## config.mk

```make
export PLATFORM = sky130hd
export DESIGN_NAME = pll_reset_sequencer
export DESIGN_NICKNAME = d
export VERILOG_FILES = /design/src/rtl/pll_reset_sequencer_pkg.sv /design/src/rtl/pll_reset_sequencer_sync_2ff.sv /design/src/rtl/pll_reset_sequencer.sv
export SDC_FILE = /design/constraint.sdc
export NUM_CORES = 1
export LEC_CHECK = 0
export CAP_MARGIN = 20
export CORE_ASPECT_RATIO = 1.25
export CORE_MARGIN = 3
export CORE_UTILIZATION = 45
export CTS_CLUSTER_SIZE = 14
export DETAILED_ROUTE_END_ITERATION = 8
export PLACE_DENSITY = 0.6
export SETUP_SLACK_MARGIN = 0.05
export SLEW_MARGIN = 0
export SYNTH_ARGS = -nofsm -noshare
export SYNTH_HDL_FRONTEND = slang
export SYNTH_SLANG_ARGS = --single-unit
```

## constraint.sdc

```tcl
create_clock -name clk_i -period 6.4 [get_ports clk_i]
set_input_delay 1.6 -clock clk_i [delete_from_list [all_inputs] [get_ports clk_i]]
set_output_delay 1.6 -clock clk_i [all_outputs]
set_load 0.01 [all_outputs]
```

## src/rtl/pll_reset_sequencer_pkg.sv

```systemverilog
// Shared types and helpers for the PLL reset sequencer.
package pll_reset_sequencer_pkg;

    typedef enum logic [2:0] {
        PllRst   = 3'd0,
        WaitLock = 3'd1,
        Stable   = 3'd2,
        Run      = 3'd3,
        Fault    = 3'd4
    } state_e;

    // Bits needed to hold values 0..value-1; never less than 1.
    function automatic int unsigned clog2(input int unsigned value);
        int unsigned width;
        width = 1;
        for (int unsigned i = 1; i < 32; i++) begin
            if ((64'd1 << width) < 64'(value)) begin
                width = i + 1;
            end
        end
        return width;
    endfunction

endpackage

```

## src/rtl/pll_reset_sequencer_sync_2ff.sv

```systemverilog
// Two-flop synchronizer with a synchronous reset to a configurable value.
module pll_reset_sequencer_sync_2ff #(
    parameter logic RESET_VAL = 1'b0
) (
    input  logic clk,
    input  logic rst,
    input  logic d,
    output logic q
);

    logic meta;

    always_ff @(posedge clk) begin
        if (rst) begin
            meta <= RESET_VAL;
            q    <= RESET_VAL;
        end else begin
            meta <= d;
            q    <= meta;
        end
    end

endmodule

```

## src/rtl/pll_reset_sequencer.sv

```systemverilog
// Sequences PLL reset, waits for a stable lock, then releases the system reset.
module pll_reset_sequencer
    import pll_reset_sequencer_pkg::*;
#(
    parameter int unsigned PLL_RESET_CYCLES    = 16,
    parameter int unsigned LOCK_STABLE_CYCLES  = 1024,
    parameter int unsigned LOCK_TIMEOUT_CYCLES = 65536,
    parameter int unsigned MAX_RETRIES         = 3
) (
    input  logic       clk_i,
    input  logic       rst_i,
    input  logic       pll_lock_i,
    input  logic       ext_rstn_i,
    output logic       pll_resetb_o,
    output logic       sys_rstn_o,
    output logic       pll_locked_o,
    output logic       fault_o,
    output logic [3:0] retry_cnt_o
);

    localparam int unsigned MAX_AB  = (PLL_RESET_CYCLES > LOCK_STABLE_CYCLES) ?
                                      PLL_RESET_CYCLES : LOCK_STABLE_CYCLES;
    localparam int unsigned MAX_CYC = (MAX_AB > LOCK_TIMEOUT_CYCLES) ?
                                      MAX_AB : LOCK_TIMEOUT_CYCLES;
    localparam int unsigned CNT_W   = clog2(MAX_CYC + 1);

    logic             lock_s;
    logic             ext_s;
    state_e           state;
    state_e           state_next;
    logic [CNT_W-1:0] cnt;
    logic [3:0]       retry_cnt;
    logic [3:0]       retry_next;
    logic             fault;
    logic             fault_next;
    logic             pll_resetb;
    logic             sys_rstn;

    pll_reset_sequencer_sync_2ff #(
        .RESET_VAL (1'b0)
    ) u_lock_sync (
        .clk (clk_i),
        .rst (rst_i),
        .d   (pll_lock_i),
        .q   (lock_s)
    );

    pll_reset_sequencer_sync_2ff #(
        .RESET_VAL (1'b1)
    ) u_ext_sync (
        .clk (clk_i),
        .rst (rst_i),
        .d   (ext_rstn_i),
        .q   (ext_s)
    );

    always_comb begin
        state_next = state;
        retry_next = retry_cnt;
        fault_next = fault;
        if (!ext_s) begin
            state_next = PllRst;
            retry_next = 4'd0;
            fault_next = 1'b0;
        end else begin
            case (state)
                PllRst: begin
                    if (cnt == CNT_W'(PLL_RESET_CYCLES - 1)) state_next = WaitLock;
                end
                WaitLock: begin
                    if (lock_s) begin
                        state_next = Stable;
                    end else if (cnt == CNT_W'(LOCK_TIMEOUT_CYCLES - 1)) begin
                        if (retry_cnt < 4'(MAX_RETRIES)) begin
                            retry_next = retry_cnt + 4'd1;
                            state_next = PllRst;
                        end else begin
                            fault_next = 1'b1;
                            state_next = Fault;
                        end
                    end
                end
                Stable: begin
                    if (!lock_s) begin
                        state_next = WaitLock;
                    end else if (cnt == CNT_W'(LOCK_STABLE_CYCLES - 1)) begin
                        state_next = Run;
                    end
                end
                Run: begin
                    // Lock loss in RUN re-waits for lock without pulsing the PLL.
                    if (!lock_s) begin
                        state_next = WaitLock;
                        retry_next = 4'd0;
                    end
                end
                Fault:   fault_next = 1'b1;
                default: state_next = PllRst;
            endcase
        end
    end

    // Outputs are decoded from the next state so they move on the same edge as the state.
    always_ff @(posedge clk_i) begin
        if (rst_i) begin
            state      <= PllRst;
            cnt        <= '0;
            retry_cnt  <= 4'd0;
            fault      <= 1'b0;
            pll_resetb <= 1'b0;
            sys_rstn   <= 1'b0;
        end else begin
            state     <= state_next;
            retry_cnt <= retry_next;
            fault     <= fault_next;
            if (state_next != state || !ext_s) begin
                cnt <= '0;
            end else if (cnt != '1) begin
                cnt <= cnt + CNT_W'(1);
            end
            pll_resetb <= (state_next == WaitLock) || (state_next == Stable) ||
                          (state_next == Run);
            sys_rstn   <= (state_next == Run);
        end
    end

    assign pll_resetb_o = pll_resetb;
    assign sys_rstn_o   = sys_rstn;
    assign pll_locked_o = lock_s;
    assign fault_o      = fault;
    assign retry_cnt_o  = retry_cnt;

endmodule

```

==> run_results.csv <==
group,metric,value,unit
clock_network,clock-sinks,31,
timing,min_period_over_period,0.520,
cells_and_area,nets,181,
timing,hold_violations,0,
routing,drt-initial-drc-count,47,
clock_network,clockBufferDepth,2,
logic_synthesis,yosysUniqueCellTypes,40,
logic_synthesis,ys.warnings.count,0,
pwr,comb_pwr_share,0.037,
cells_and_area,syn_to_final_growth,13.6,%
routing,number_of_iterations_in_the_first_detailed_routing_pass,4,
timing,report.final.slew_viol_count,0,
die,die-height,70.6,microns
worst_setup_path,delay_of_the_slowest_critical_path_stage,650,ps
cells_and_area,final_instance_area,0.00171,sq mm
logic_synthesis,synth_seq_cells,31,
routing,num_vias,1133,
placed_design,dp_slack,2730,ps
clock_network,post_cts_resize_count,0,
placed_design,dp.final_hpwl,2040,microns
cells_and_area,nFillCells,292,
clock_network,clock_tree.root_cell,"clkbuf_4",
global_routing,overflow,0,
routing,drt_drc_violations_left,0,
logic_synthesis,synth-main-ff-cell,"dfxtp_1",
routing,drt.antenna.violating_nets,0,
worst_setup_path,critical_path.endpoint_type,"flop",
worst_setup_path,timing.critical_path.max_delay_family,"simple AND/OR/NAND/NOR gates",
logic_synthesis,synth_enable_flop_cells,0,
placed_design,portBuffers,11,
cells_and_area,fin_cells,209,
worst_setup_path,worstPathCellList,"clkdlybuf4s50_1, nand2b_1, a211o_1, or3_1, a21oi_1",
placed_design,dp.cells,201,
worst_setup_path,cp_data_required_time,6650,ps
logic_synthesis,syn-mean-instance-area,9.44,sq um
worst_setup_path,worst-path-buf-inv,1,
die,std_cell_rows,22,
worst_setup_path,worstSetupStartpointType,"input port",
clock_network,cts_hold_buf,0,
global_routing,track_usage,0.163,
clock_network,cts_tree,"yes",
timing,max_clock_freq,300,MHz
routing,finalWirelength,2860,microns
clock_network,number_of_setup_buffers_added_after_cts,0,
timing,setup_viol,0,
logic_synthesis,postSynthNetCount,168,
pwr,clock_power_share,0.431,
clock_network,cts-buffers-inserted,5,
pwr,power-per-cell-area,219,mW/mm^2
die,floorplan.die.width,57.7,microns
routing,vias_per_inst,5.42,
clock_network,cts.reportedPaths.clkPinSlew,90,ps
clock_network,clock_tree.htree_level_count,2,
pwr,power_report.internal_total,0.000294,W
timing,final_period_minus_worst_setup_slack,3330,ps
worst_setup_path,timing_worst_setup_path_type,"input port to flop",
placed_design,gp_congestion,0.701,
outcome,run_status,"complete, no violations",
cells_and_area,layout.cells.most_common,"dfxtp_1",
timing,setup_tns,0,ps
timing,slew-limit-headroom,0.463,
die,die-area,0.00407,sq mm
pwr,power_leakage,0.597,nW
pwr,sw_frac_of_total,0.212,
die,ioPinCount,12,
timing,timing.final.ws_setup,3070,ps
flow_run,max_cap_viol_count,0,
timing,final.setup_skew,12.6,ps
die,initial_core_utilization,0.491,
pwr,pwr-share-seq,0.532,
cells_and_area,diodes,0,
worst_setup_path,critical_path_arrival,3580,ps
timing,hold_ws,416,ps
global_routing,antenna_found_initial,0,
logic_synthesis,seq_area_frac_synth,0.413,
routing,post_drt_wl_per_cell,13.7,microns
cells_and_area,mostFrequentLayoutCells,"dfxtp_1 (31), nor2_1 (15), a21oi_1 (12)",
cells_and_area,drive_gt1_frac,0.139,
placed_design,postPlaceCellArea,0.00162,sq mm
worst_hold_path,hp-class,"flop to flop",
worst_setup_path,critical_path_fanouts_max,17,
pwr,power_switching,0.0000789,W
clock_network,clock_insertion_delay_worst_skew,330,ps
logic_synthesis,postSynthCellCount,159,
pwr,vdd_drop_max,0.157,mV
timing,timing_worst_slew_pin_value,805,ps
die,floorplan.core_area,0.00306,sq mm
logic_synthesis,synth.cell_area,0.00150,sq mm
logic_synthesis,share_of_async_settable_or_async_resettable_flops_after_synthesis,0,
global_routing,via_count_of_the_first_global_routing_pass,1143,
worst_setup_path,slowest_stage,"or3_1",
global_routing,grt_first_pass_wirelength,5150,microns
timing,grt_setup_unrepaired,"no",
global_routing,largest_net_degree_at_the_start_of_global_routing,18,
==> Yosys cell counts (all sizes together), types with 3 or more instances <==
cell     n  share of area
dfxtp   31           0.41
a21oi   23           0.11
nor2    15          0.037
xnor2    8          0.047
nor3     7          0.023
xor2     7          0.041
nand2    6          0.015
ha       5          0.042
nand2b   5          0.021
nand3    5          0.017
buf      4          0.022
inv      4          0.010
nand4    4          0.017
nor2b    4          0.017
mux2i    3          0.020
o21ai    3          0.010
or4      3          0.017
==> worst paths after layout <==
path                         startpoint                      end  slack [ps]  cells past startpoint
min reg2reg  u_ext_sync.meta$_SDFF_PP1_  u_ext_sync.q$_SDFF_PP1_         420                      1
max reg2reg         cnt[5]$_SDFFE_PP0P_      cnt[3]$_SDFFE_PP0P_        3090                      9
max                               rst_i      cnt[3]$_SDFFE_PP0P_        3070                      5
min          u_ext_sync.meta$_SDFF_PP1_  u_ext_sync.q$_SDFF_PP1_         420                      1
==> sequential cells by signal (all words and copies together), names as in the netlist <==
name / flops
cnt: 17
u_ext_sync.meta: 1
fault_o: 1
pll_resetb_o: 1
u_lock_sync.meta: 1
retry_cnt_o: 4
u_lock_sync.q: 1
u_ext_sync.q: 1
sys_rstn_o: 1
state: 3
==> area by class of cell <==
class	count	area, sq um	share of cell area
clock buffer	6	51.3	0.0301
clock inverter	2	35.0	0.0205
inverter	4	15.0	0.00880
multi-input combinational	119	828	0.486
sequential	31	621	0.364
tap	36	45.0	0.0264
timing repair buffer	11	110	0.0646
==> kinds of logic after synthesis <==
family | after synthesis | synth area share
AO/OA/AOI/OAI | 33 | 0.170
XOR/XNOR | 15 | 0.0875
adder cells (fa/ha/maj) | 5 | 0.0417
buffers and inverters | 9 | 0.0350
flip-flops | 31 | 0.413
multiplexers | 3 | 0.0200
AND/OR/NAND/NOR | 63 | 0.232
==> power by group through the flow <==
stage	Combinational [W]	Clock [W]	Sequential (W)
4_1_cts	0.0000139	0.000166	0.000199
3_3_place_gp	0.0000134	0	0.000203
6_report	0.0000138	0.000161	0.000198
3_5_place_dp	0.0000139	0	0.000203
2_1_floorplan	0.0000106	0	0.000202
5_1_grt	0.0000151	0.000173	0.000199
==> stage by stage <==
step | power (W) | util
floorplan | 0.000213 | -
global placement | 0.000216 | 0.530
detailed placement | 0.000217 | 0.530
CTS | 0.000378 | 0.558
global route | 0.000387 | 0.558
finish | 0.000373 | 0.558
==> per-layer routing <==
layer / vias to the layer above / GRT usage / share of wire
met3: 7 / 0.0474 / 0.028
met4: 0 / 0.0696 / 0.021
met1: 525 / 0.180 / 0.43
li1: 588 / - / -
met5: - / 0 / 0
met2: 13 / 0.285 / 0.52
Note: power is estimated with default switching activity, not from simulation.
